[src/rtl/arb_mux_reg.sv]
// N-input registered handshaked multiplexer: explicit select (MODE=0) or
// round-robin arbitration (MODE=1) feeding a one-entry valid/ready output register.
module arb_mux_reg #(
  parameter int unsigned WIDTH  = 32,
  parameter int unsigned NUM_IN = 4,
  parameter int unsigned SEL_W  = $clog2(NUM_IN),
  parameter int unsigned MODE   = 0
) (
  input  logic                    clk,
  input  logic                    rst,
  input  logic [NUM_IN*WIDTH-1:0] in_data,
  input  logic [NUM_IN-1:0]       in_valid,
  output logic [NUM_IN-1:0]       in_ready,
  input  logic [SEL_W-1:0]        sel,
  output logic [WIDTH-1:0]        out_data,
  output logic                    out_valid,
  input  logic                    out_ready,
  output logic [SEL_W-1:0]        out_src
);

  logic [WIDTH-1:0] data_q, data_d;
  logic             valid_q, valid_d;
  logic [SEL_W-1:0] src_q, src_d;
  logic [SEL_W-1:0] rr_ptr_q, rr_ptr_d;

  logic [SEL_W-1:0] eff_sel;
  logic [SEL_W-1:0] gnt_idx;
  logic             gnt_found;
  logic [SEL_W:0]   cand;
  logic             can_load;
  logic             xfer;

  assign can_load = !valid_q || out_ready;

  always_comb begin
    if (32'(sel) < NUM_IN) eff_sel = sel;
    else                   eff_sel = SEL_W'(NUM_IN - 1);
  end

  // Round-robin search walks rr_ptr, rr_ptr+1, ... with a wrap at NUM_IN;
  // cand is one bit wider so the unwrapped sum never overflows.
  always_comb begin
    gnt_idx   = '0;
    gnt_found = 1'b0;
    cand      = '0;
    if (MODE == 0) begin
      gnt_idx   = eff_sel;
      gnt_found = in_valid[eff_sel];
    end else begin
      for (int unsigned k = 0; k < NUM_IN; k++) begin
        cand = {1'b0, rr_ptr_q} + (SEL_W+1)'(k);
        if (cand >= (SEL_W+1)'(NUM_IN)) cand = cand - (SEL_W+1)'(NUM_IN);
        if (!gnt_found && in_valid[cand[SEL_W-1:0]]) begin
          gnt_found = 1'b1;
          gnt_idx   = cand[SEL_W-1:0];
        end
      end
    end
  end

  always_comb begin
    in_ready          = '0;
    in_ready[gnt_idx] = gnt_found && can_load && !rst;
  end

  assign xfer = gnt_found && can_load;

  always_comb begin
    data_d   = data_q;
    valid_d  = valid_q;
    src_d    = src_q;
    rr_ptr_d = rr_ptr_q;
    if (xfer) begin
      data_d  = in_data[gnt_idx*WIDTH +: WIDTH];
      src_d   = gnt_idx;
      valid_d = 1'b1;
      if (MODE != 0) begin
        rr_ptr_d = (32'(gnt_idx) == NUM_IN - 1) ? '0 : gnt_idx + 1'b1;
      end
    end else if (valid_q && out_ready) begin
      valid_d = 1'b0;
    end
  end

  always_ff @(posedge clk) begin
    if (rst) begin
      data_q   <= '0;
      valid_q  <= 1'b0;
      src_q    <= '0;
      rr_ptr_q <= '0;
    end else begin
      data_q   <= data_d;
      valid_q  <= valid_d;
      src_q    <= src_d;
      rr_ptr_q <= rr_ptr_d;
    end
  end

  assign out_data  = data_q;
  assign out_valid = valid_q;
  assign out_src   = src_q;

endmodule
[config.mk]
export PLATFORM = sky130hd
export DESIGN_NAME = arb_mux_reg
export DESIGN_NICKNAME = d
export VERILOG_FILES = /design/src/rtl/arb_mux_reg.sv
export SDC_FILE = /design/constraint.sdc
export NUM_CORES = 1
export LEC_CHECK = 0
export CAP_MARGIN = 5
export CORE_MARGIN = 8
export CORE_UTILIZATION = 33
export CTS_CLUSTER_DIAMETER = 30
export DETAILED_ROUTE_END_ITERATION = 10
export GPL_ROUTABILITY_DRIVEN = 0
export GPL_TIMING_DRIVEN = 0
export HOLD_SLACK_MARGIN = 0.06
export PLACE_DENSITY = 0.9
export RECOVER_POWER = 100
export SLEW_MARGIN = 20
export SYNTH_ARGS = -nofsm -noshare
export SYNTH_HDL_FRONTEND = slang
export SYNTH_SLANG_ARGS = --single-unit
[constraint.sdc]
create_clock -name clk -period 1.9 [get_ports clk]
set_clock_uncertainty 0.2 [all_clocks]
set_input_delay 0.19 -clock clk [delete_from_list [all_inputs] [get_ports clk]]
set_output_delay 0.19 -clock clk [all_outputs]
set_load 0.02 [all_outputs]
# [After elaboration in Yosys (flattened, before gate mapping)]
# Cells that the tools add are included.
[totals] ff_bits=35 in_bits=137 out_inout_bits=39 wordCells=21
[op_classes] order_cmp=2 shift=1 muxes=6 bitwise=1 n_reduce_logical=8
[ops] op="$shiftx A128 B8 Y32" count=1
[ops] op="$and A4 B4 Y4" count=1
[ops] op="$logic_and A1 B1 Y1" count=4
[ops] op="$mux W1" count=4
[ops] op="$lt A2 B3 Y1 const B" count=1
[ops] op="$bmux W1 S2" count=1
[ops] op="$demux W1 S2" count=1
[ops] op="$ge A2 B1 Y1 const B" count=1
[ops] op="$logic_not A1 Y1" count=2
[ops] op="$reduce_bool A2 Y1" count=1
[ops] op="$logic_or A1 B1 Y1" count=1

# [Logic depth before layout (Yosys ltp)]
[logic_depth] ltp_word=5 depth_mapped=6 mapped_depth_nobuf=4

# [Least setup slack after synthesis]
# Ideal clock, no wire load.
[synth_path] path_type="register to output" startpoint="register valid_q (netlist: out_valid)" endpoint="output in_ready[0]" arrival_time_ns=1.819 required_ns=1.510 path_slack_ns=-0.309 path_stages_with_launch=6 path_buffers=2 path_cell_list="dfxtp_1 > nor2b_1 > or3_1 > buf_4 > buf_2 > nor4_1"
[synth_via] elab_chain_cells=5
[synth_rtl] element="from (decl)" line_no="22" source="logic valid_q, valid_d;"
[synth_rtl] element="from (signal assigned)" line_no="93" source="valid_q <= valid_d;"
[synth_rtl] element="$logic_not A1 Y1" line_no="33" source="assign can_load = !valid_q || out_ready;"
[synth_rtl] element="$logic_or A1 B1 Y1" line_no="33"
[synth_rtl] element="$logic_and A1 B1 Y1 (2 in series)" line_no="63" source="in_ready[gnt_idx] = gnt_found && can_load && !rst;"
[synth_rtl] element="$and A4 B4 Y4 (no source line)"
[synth_rtl] element="to (decl)" line_no="13" source="output logic [NUM_IN-1:0] in_ready,"
# Every way passes these cells.

# [Final worst setup path]
[layout_path] startpoint="register valid_q (netlist: out_valid)" endpoint="output in_ready[1]"
# The elaborated chain is that of the path after synthesis.

==> results.yml <==
synth:
  netlist_area_mm2: 0.00217
  synthTopCellsByArea: "mux4_2 (33%), dfxtp_1 (32%), a21oi_1 (8.1%)"
  async_flop_share: 0
  syn-num-nets: 347
  yosys-mux-area-fraction: 0.342
  synthAdderAreaFrac: 0
  ys_seq_area_frac: 0.323
  synth_flop_cell: "dfxtp_1"
  ys_types: 25
  synth_seq_cells: 35
  synth_top_area_share: 0.332
  synth-simple-area-share: 0.117
  synth_common_cells: "a21oi_1 (35), dfxtp_1 (35), nand3_1 (33), mux4_2 (32), o21ai_0 (28)"
  syn_avg_cell_area_um2: 10.3
  synth-edff-count: 0
  synth-xor-area-share: 0
  synth_compound_area_frac: 0.159
  synth_area_leader_cell: "mux4_2"
  yosysWarnings: 0
  synth_top_family_by_area: "multiplexers"
  netlist_instances: 210
floorplanning:
  die_area_mm2: 0.00943
  die_h_um: 97.1
  start_util: 0.342
  ioPinCount: 176
  die_w_um: 97.1
  rows: 29
  coreArea_mm2: 0.00635
critical_path:
  end_kind: "output port"
  path_class: "reg -> out"
  cp_max_fo: 4
  arrival_ns: 1.51
  crit_path_start_kind: "flip-flop"
  worstPathRequired_ns: 1.51
clocking:
  cts_buffers: 5
  cts_tree: "done"
  ctsLongestPathBuffers: 2
  cts_root_buffer: "clkbuf_8"
  path_clk_slew_ns: 0.08
  clk_latency_ns: 0.27
  cts.htree.levels: 2
  clock_sinks: 35
route:
  drtIter0Drc: 100
  drc: 0
  via_per_inst: 5.39
  first_pass_iters: 4
  vias: 2562
  wl_per_cell_um: 19.8
  routed_wl_um: 9390
  ant_nets: 0
timing:
  setup_violations: 1
  worstMarginPinSlew_ns: 0.670
  worst_slack_ns: -0.000395
  post-route-min-period_ns: 1.90
  hold_violations: 0
  timing.fmax_mhz: 526
  post-route-period-util: 1.00
  slew_headroom: 0.554
  drv_slew: 0
  rsz0062_at_grt: "true"
placed_design:
  io_buffers: 174
  dpl.hpwl_um: 7710
  place_ws_ns: -0.879
  dp_cells: 461
global_routing:
  antenna_found_initial: 0
  grt_max_degree: 13
  grt_pass1_vias: 2977
  grt.overflow.total: 0
  grt_usage: 0.195
  grt_pass1_wl_um: 15000
outcome:
  status: "finished, violations left"
  violations: "setup timing"
job:
  drv_cap: 0
finish:
  synthToLayoutAreaGrowth_pct: 97.1
  drive_above_1_share: 0.209
  fin_cells: 475
  nNetsFinal: 534
  antennaDiodeCount: 0
pwr:
  power_density_mw_per_mm2: 554
  p_leak_nw: 1.65
  ir_worst_vdd_v: 0.000331
  power_mw: 2.37
min_path:
  hp-class: "in -> reg"
-- final cells by class --
class	instances	area [µm²]
buffer	24	158
clock buffer	5	68.8
clock inverter	3	43.8
fill	486	2070
inverter	1	3.75
multi-input combinational	148	1410
sequential	35	702
tap	77	96.3
timing repair buffer	182	1800
-- kinds of logic after synthesis --
kind of cell,Yosys count
compound gates,69
buf+inv,27
flops,35
mux,34
simple gates,45
-- sequential cells by signal, summed over array words and instances, names as in the netlist --
register,flops
out_valid,1
out_src,2
out_data,32
-- metal layers --
layer  vias to the layer above  wire length [µm]  global-route usage
met2                       127              5080               0.365
met1                      1225              3350               0.194
met5                         -                 0                   0
li1                       1194                 -                   -
met3                        16               738              0.0619
met4                         0               218              0.0722
-- placed cells by master (no fill, tap or decap), drive strengths merged --
cell and instances:
nand3 34, nand2b 1, nor4 2, bufinv 1, nor2 1, dlymetal6s2s 3, mux2 1, nor2b 1
nor3 1, nor4b 2, buf 21, mux2i 1, clkdlybuf4s50 131, dlygate4sd2 2, clkinv 2, clkbuf 20
dlygate4sd3 34, mux4 32, or3 1, dfxtp 35, and3 1, nand2 1, inv 1, a21oi 35
o21ai 34
-- what timing repair did --
item | 4_1_cts | 5_1_grt
endpoints found under the setup margin | 32 | 34
buffers inserted | 3 | 5
pin swaps | 2 | 3
resized for setup | 39 | 23
hold buffers | 0 | 0
-- report_power, final --
part,internal (mW),leakage [nW],total [mW],switching (mW)
clock network,0.391,0.0581,0.664,0.274
logic,0.528,1.31,0.882,0.354
registers,0.797,0.288,0.825,0.0283
total,1.72,1.65,2.37,0.656
-- worst max-delay path, stage by stage, from the launching register on --
cell and delay [ns]:
dfxtp_2 0.32, nor2b_4 0.12, or3_4 0.41, nor4b_4 0.21, buf_4 0.18
-- through the flow --
stage	hold slack, ns	setup TNS (ns)	area, µm²	utilization
global route	0.153	-0.138	4280	0.674
detailed placement	0.258	-15.55	4040	0.637
finish	0.106	-0.000395	4280	0.674
CTS	0.0926	-0.655	4210	0.662
floorplan	0.225	0	2200	-
global placement	0.249	-14.62	4040	0.637
-- path summary, 6_finish.rpt --
| path | start | end | slack, ns | cells past startpoint |
|---|---|---|---|---|
| setup / recovery | out_valid | in_ready[1] | -0.0004 | 4 |
| setup reg to reg | out_valid | out_data[30] | 0.14 | 6 |
| hold / removal | rst | out_data[21] | 0.11 | 2 |
| hold reg to reg | out_data[12] | out_data[12] | 0.26 | 2 |
Note: power is estimated with default switching activity, not from simulation.
